==> src/rtl/mem_arbiter.sv <==
// Two-requester round-robin arbiter for one single-port memory with a one-cycle read latency.
// Optional saturating statistics counters are built when MEM_ARB_STATS_EN is defined.
module mem_arbiter #(
   parameter int ADDR_W = 32
) (
   input  logic              clk,
   input  logic              resetn,
   input  logic              req0,
   input  logic              req1,
   input  logic [ADDR_W-1:0] addr0,
   input  logic [ADDR_W-1:0] addr1,
   input  logic [31:0]       wdata0,
   input  logic [31:0]       wdata1,
   input  logic              we0,
   input  logic              we1,
   output logic              gnt0,
   output logic              gnt1,
   output logic              rvalid0,
   output logic              rvalid1,
   output logic [31:0]       rdata0,
   output logic [31:0]       rdata1,
   output logic [ADDR_W-1:0] mem_address,
   output logic [31:0]       mem_data_out,
   output logic              mem_we,
   input  logic [31:0]       mem_data_in
`ifdef MEM_ARB_STATS_EN
   ,
   output logic [15:0]       stat_gnt0,
   output logic [15:0]       stat_gnt1,
   output logic [15:0]       stat_conflict
`endif
);

   logic grant0_s;
   logic grant1_s;
   logic last_gnt_q;
   logic last_gnt_d;
   logic pend_valid_q;
   logic pend_valid_d;
   logic pend_id_q;
   logic pend_id_d;

   // Grant decision: single requester wins outright, a contest goes to the one not granted last.
   always_comb begin
      grant0_s = 1'b0;
      grant1_s = 1'b0;
      if (!resetn) begin
         grant0_s = 1'b0;
         grant1_s = 1'b0;
      end else if (req0 && req1) begin
         if (last_gnt_q) begin
            grant0_s = 1'b1;
         end else begin
            grant1_s = 1'b1;
         end
      end else begin
         grant0_s = req0;
         grant1_s = req1;
      end
   end

   assign gnt0 = grant0_s;
   assign gnt1 = grant1_s;

   // Shared memory port mux; an idle cycle parks the bus at zero.
   always_comb begin
      mem_address  = {ADDR_W{1'b0}};
      mem_data_out = 32'd0;
      mem_we       = 1'b0;
      case ({grant1_s, grant0_s})
         2'b01: begin
            mem_address  = addr0;
            mem_data_out = wdata0;
            mem_we       = we0;
         end
         2'b10: begin
            mem_address  = addr1;
            mem_data_out = wdata1;
            mem_we       = we1;
         end
         default: begin
            mem_address  = {ADDR_W{1'b0}};
            mem_data_out = 32'd0;
            mem_we       = 1'b0;
         end
      endcase
   end

   // Next-state for the round-robin pointer and the pending-read tag.
   always_comb begin
      last_gnt_d   = last_gnt_q;
      pend_valid_d = 1'b0;
      pend_id_d    = pend_id_q;
      if (grant0_s) begin
         last_gnt_d   = 1'b0;
         pend_valid_d = ~we0;
         pend_id_d    = 1'b0;
      end else if (grant1_s) begin
         last_gnt_d   = 1'b1;
         pend_valid_d = ~we1;
         pend_id_d    = 1'b1;
      end else begin
         last_gnt_d   = last_gnt_q;
         pend_valid_d = 1'b0;
         pend_id_d    = pend_id_q;
      end
   end

   // Pointer resets to 1 so requester 0 wins the first contested cycle.
   always_ff @(posedge clk or negedge resetn) begin
      if (!resetn) begin
         last_gnt_q   <= 1'b1;
         pend_valid_q <= 1'b0;
         pend_id_q    <= 1'b0;
      end else begin
         last_gnt_q   <= last_gnt_d;
         pend_valid_q <= pend_valid_d;
         pend_id_q    <= pend_id_d;
      end
   end

   // Read data is steered by the registered tag, so it stays correct while the next grant is issued.
   assign rvalid0 = pend_valid_q & ~pend_id_q;
   assign rvalid1 = pend_valid_q & pend_id_q;
   assign rdata0  = rvalid0 ? mem_data_in : 32'd0;
   assign rdata1  = rvalid1 ? mem_data_in : 32'd0;

`ifdef MEM_ARB_STATS_EN
   logic [15:0] stat_gnt0_q;
   logic [15:0] stat_gnt0_d;
   logic [15:0] stat_gnt1_q;
   logic [15:0] stat_gnt1_d;
   logic [15:0] stat_conflict_q;
   logic [15:0] stat_conflict_d;

   function automatic logic [15:0] sat_inc(input logic [15:0] val, input logic en);
      logic [15:0] res;
      if (en && (val != 16'hFFFF)) begin
         res = val + 16'd1;
      end else begin
         res = val;
      end
      return res;
   endfunction

   // Saturating event counters.
   always_comb begin
      stat_gnt0_d     = sat_inc(stat_gnt0_q, grant0_s);
      stat_gnt1_d     = sat_inc(stat_gnt1_q, grant1_s);
      stat_conflict_d = sat_inc(stat_conflict_q, req0 & req1);
   end

   // Counter registers.
   always_ff @(posedge clk or negedge resetn) begin
      if (!resetn) begin
         stat_gnt0_q     <= 16'd0;
         stat_gnt1_q     <= 16'd0;
         stat_conflict_q <= 16'd0;
      end else begin
         stat_gnt0_q     <= stat_gnt0_d;
         stat_gnt1_q     <= stat_gnt1_d;
         stat_conflict_q <= stat_conflict_d;
      end
   end

   assign stat_gnt0     = stat_gnt0_q;
   assign stat_gnt1     = stat_gnt1_q;
   assign stat_conflict = stat_conflict_q;
`endif

endmodule

==> config.mk <==
export PLATFORM = sky130hd
export DESIGN_NAME = mem_arbiter
export DESIGN_NICKNAME = d
export VERILOG_FILES = /design/src/rtl/mem_arbiter.sv
export SDC_FILE = /design/constraint.sdc
export NUM_CORES = 1
export LEC_CHECK = 0
export CORE_AREA = 2 2 117 119
export CTS_BUF_LIST = sky130_fd_sc_hd__clkbuf_4 sky130_fd_sc_hd__clkbuf_8
export CTS_CLUSTER_DIAMETER = 60
export CTS_CLUSTER_SIZE = 8
export DETAILED_ROUTE_END_ITERATION = 16
export DIE_AREA = 0 0 119 121
export HOLD_SLACK_MARGIN = 0.15
export PLACE_DENSITY = 0.59
export SYNTH_ARGS = -nofsm -noshare
export SYNTH_HDL_FRONTEND = slang
export SYNTH_SLANG_ARGS = --single-unit
==> constraint.sdc <==
create_clock -name clk -period 2.6 [get_ports clk]
set_input_delay 0.52 -clock clk [delete_from_list [all_inputs] [get_ports clk]]
set_output_delay 0.52 -clock clk [all_outputs]
set_load 0.05 [all_outputs]
==> flow_summary.toml <==
[outcome]
outcome = "finished clean"

[floorplan]
dieArea_mm2 = 0.0144
die_y_um = 121
floorplan.die.width_um = 119
core_area_mm2 = 0.0131
ioPinCount = 299
num_rows = 42
start_util_pct = 12.8

[final_layout]
nFillCells = 1143
layout-drive-gt1-share_pct = 56.7
syn_to_layout_area_delta_pct = 309
instances_no_fill = 712
antenna_cells = 0
finish.utilization_pct = 52.4
final_net_count = 706

[placement]
place.detailed.hpwl_um = 9450
routability_cong = 0.791
port_buffers = 298
dp.cells = 698

[power_and_ir_drop]
overall_power_mw = 1.74
max-vdd-ir-drop_uv = 152
cell_internal_power_uw = 976
clock_power_share_pct = 8.4
switching_component_of_the_power_uw = 764
power_switching_share_pct = 43.9
power_leakage_nw = 2.60
seq_power_share_pct = 3.6
cellPowerDensity_mw_per_mm2 = 254
pwr-share-comb_pct = 88.1

[clocking]
ctsHoldBuffers = 0
cts.htree.levels = 1
cts_max_path_bufs = 2
clk_pin_slew_worst_paths_ns = 0.03
cts.sinks = 3
tritoncts.num_buffers = 3
clock-root-buffer = "sky130_fd_sc_hd__clkbuf_8"
cts_tree = "built"
clock_insertion_delay_worst_skew_ns = 0.22

[global_routing]
global_route_wire_length_before_repair_um = 18300
global_route.overflow_total = 0
grt_max_degree = 35
grt_use_total_pct = 16.0
grt_antenna_before_repair = 0
grt_pass1_vias = 3285

[setup_path]
worst_ep_arrival_time_ns = 2.03
worstSetupPathType = "primary input to output port"
worst-path-max-fanout = 13
critical_path.startpoint_type = "primary input"
crit_required_ns = 2.08
critPathCaptureType = "output port"

[synth]
synthCells = 242
synth_commonest_cells = "sky130_fd_sc_hd__a22oi_1 (65), sky130_fd_sc_hd__nor2b_1 (65), sky130_fd_sc_hd__and3_1 (29)"
synthTopCellsByArea = "sky130_fd_sc_hd__a22oi_1 (29%), sky130_fd_sc_hd__nor2b_1 (24%), sky130_fd_sc_hd__and3_1 (11%), sky130_fd_sc_hd__and2_1 (7.8%), sky130_fd_sc_hd__and2_2 (5.4%)"
synthesis.yosys.warnings = 0
syn_area_mm2 = 0.00168
ys_async_sr_fraction_pct = 100
synthesis.area_per_instance_um2 = 6.93
yosysSeqAreaShare_pct = 4.55
count_of_state_elements_after_synthesis = 3
synth_edf_count = 0
postSynth.topFlopCell = "sky130_fd_sc_hd__dfrtp_1"
yosysUniqueCellTypes = 22
area_share_of_the_largest_cell_type_after_synthesis_pct = 29.1
synthDominantAreaCellType = "sky130_fd_sc_hd__a22oi_1"
synthesis.nets = 411

[timing]
setup_violations = 0
worst_clock_skew_ns = 0.00538
timing.hold.ws_ns = 0.299
hold_viol_final = 0
grt_setup_unrepaired = "yes"
timing.setup.tns_ns = 0
report.final.slew_viol_count = 0
timing.final.crit_share_pct = 97.9
worst-slew-pin-transition_ns = 0.609
max_clock_freq_mhz = 393
worst_slew_margin_rel_pct = 59.3
final.min_clock_period_ns = 2.55

[route]
num_vias = 3109
drt-vias-per-instance = 4.37
route.antenna.remaining_nets = 0
drt-initial-drc-count = 67
routedWlPerCell_um = 17.4
routed_wirelength_um = 12400
drt-pass1-iter-count = 4
drc_errors = 0

[worst_hold_path]
worst_hold_path_class = "primary input to async pin"

[job]
maxCapViolCount = 0
-- per-stage QoR --
stage | cell area, um^2 | setup WS, ns
global placement | 6280 | -0.373
global route | 6860 | -0.0363
finish | 6860 | 0.0546
CTS | 6830 | 0.0128
detailed placement | 6280 | -0.401
floorplan | 2090 | -0.0762
-- power by group through the flow --
| stage | registers (mW) | logic (mW) | clock network, mW |
|---|---|---|---|
| 3_3_place_gp | 0.0616 | 1.39 | 0 |
| 6_report | 0.0623 | 1.53 | 0.146 |
| 4_1_cts | 0.0624 | 1.54 | 0.151 |
| 3_5_place_dp | 0.0620 | 1.40 | 0 |
| 2_1_floorplan | 0.0640 | 0.701 | 0 |
| 5_1_grt | 0.0632 | 1.60 | 0.155 |
-- metal layers --
layer / vias to the layer above / GRT usage (%) / part of all wire [%]
met5: - / 0 / 0
met4: 0 / 2.01 / 1.0
met3: 10 / 5.22 / 9.5
met2: 188 / 31.0 / 53
met1: 1455 / 17.3 / 36
li1: 1456 / - / -
-- critical path, cell delays in order --
cell                            delay, ns
sky130_fd_sc_hd__dlygate4sd2_1       0.26
sky130_fd_sc_hd__buf_4               0.15
sky130_fd_sc_hd__nand3_4             0.11
sky130_fd_sc_hd__inv_4               0.10
sky130_fd_sc_hd__ha_4                0.18
sky130_fd_sc_hd__buf_4               0.13
sky130_fd_sc_hd__buf_12              0.13
sky130_fd_sc_hd__a22oi_1             0.09
sky130_fd_sc_hd__nor2b_2             0.18
sky130_fd_sc_hd__buf_12              0.16
-- cell families (layout without fill, tap and decap cells) --
logic type | Yosys count | count (layout) | share of synthesized area [%]
AOI/OAI and AO/OA | 66 | 66 | 29.4
adders and majority gates | 3 | 3 | 2.24
buffers and inverters | 32 | 326 | 10.3
DFF | 3 | 3 | 4.55
muxes | 2 | 2 | 1.34
and+or+nand+nor | 136 | 136 | 52.2
-- timing repair --
action | in CTS | in global routing
buffers inserted | 3 | 1
cloned | 5 | 1
hold endpoints to repair | 0 | 0
gates resized for setup | 70 | 4
pin swaps | 3 | 2
setup endpoints to repair | 65 | 41
-- placed cells by master, fill, tap and decap left out, types with 2 or more instances in the layout --
| cell type | n |
|---|---|
| sky130_fd_sc_hd__nor2b_2 | 15 |
| sky130_fd_sc_hd__and3_1 | 29 |
| sky130_fd_sc_hd__and3_2 | 3 |
| sky130_fd_sc_hd__buf_4 | 36 |
| sky130_fd_sc_hd__ha_4 | 3 |
| sky130_fd_sc_hd__clkbuf_8 | 3 |
| sky130_fd_sc_hd__dfrtp_1 | 2 |
| sky130_fd_sc_hd__and2_2 | 12 |
| sky130_fd_sc_hd__buf_12 | 112 |
| sky130_fd_sc_hd__and2_1 | 21 |
| sky130_fd_sc_hd__mux2_2 | 2 |
| sky130_fd_sc_hd__buf_16 | 5 |
| sky130_fd_sc_hd__nor2b_4 | 51 |
| sky130_fd_sc_hd__a22oi_2 | 51 |
| sky130_fd_sc_hd__a22oi_1 | 14 |
| sky130_fd_sc_hd__clkdlybuf4s50_1 | 162 |
| sky130_fd_sc_hd__nand3_4 | 2 |
-- path summary, 6_finish.rpt --
| check | depth (start not counted) | to | from | slack, ns |
|---|---|---|---|---|
| max | 10 | mem_data_out[4] | req1 | 0.05 |
| min | 2 | pend_valid_q | resetn | 0.30 |
| max reg2reg | 4 | pend_id_q | last_gnt_q | 1.23 |
| min reg2reg | 1 | last_gnt_q | last_gnt_q | 0.63 |
| max in group asynchronous | 2 | last_gnt_q | resetn | 2.11 |
| min in group clk | 1 | last_gnt_q | last_gnt_q | 0.63 |
-- state kept, by name, indices dropped and copies added, names as in the netlist --
signal	count
last_gnt_q	1
pend_id_q	1
pend_valid_q	1
-- final cells by class --
cell class / count / area [um^2] / share of cell area (%)
clock buffers: 4 / 48.8 / 0.711
multi-input cells: 207 / 2170 / 31.6
flip-flops and latches: 3 / 76.3 / 1.11
well taps: 176 / 220 / 3.21
inverters: 2 / 13.8 / 0.201
repair buffers: 320 / 4330 / 63.2
Power figures use the tool's default switching activity.
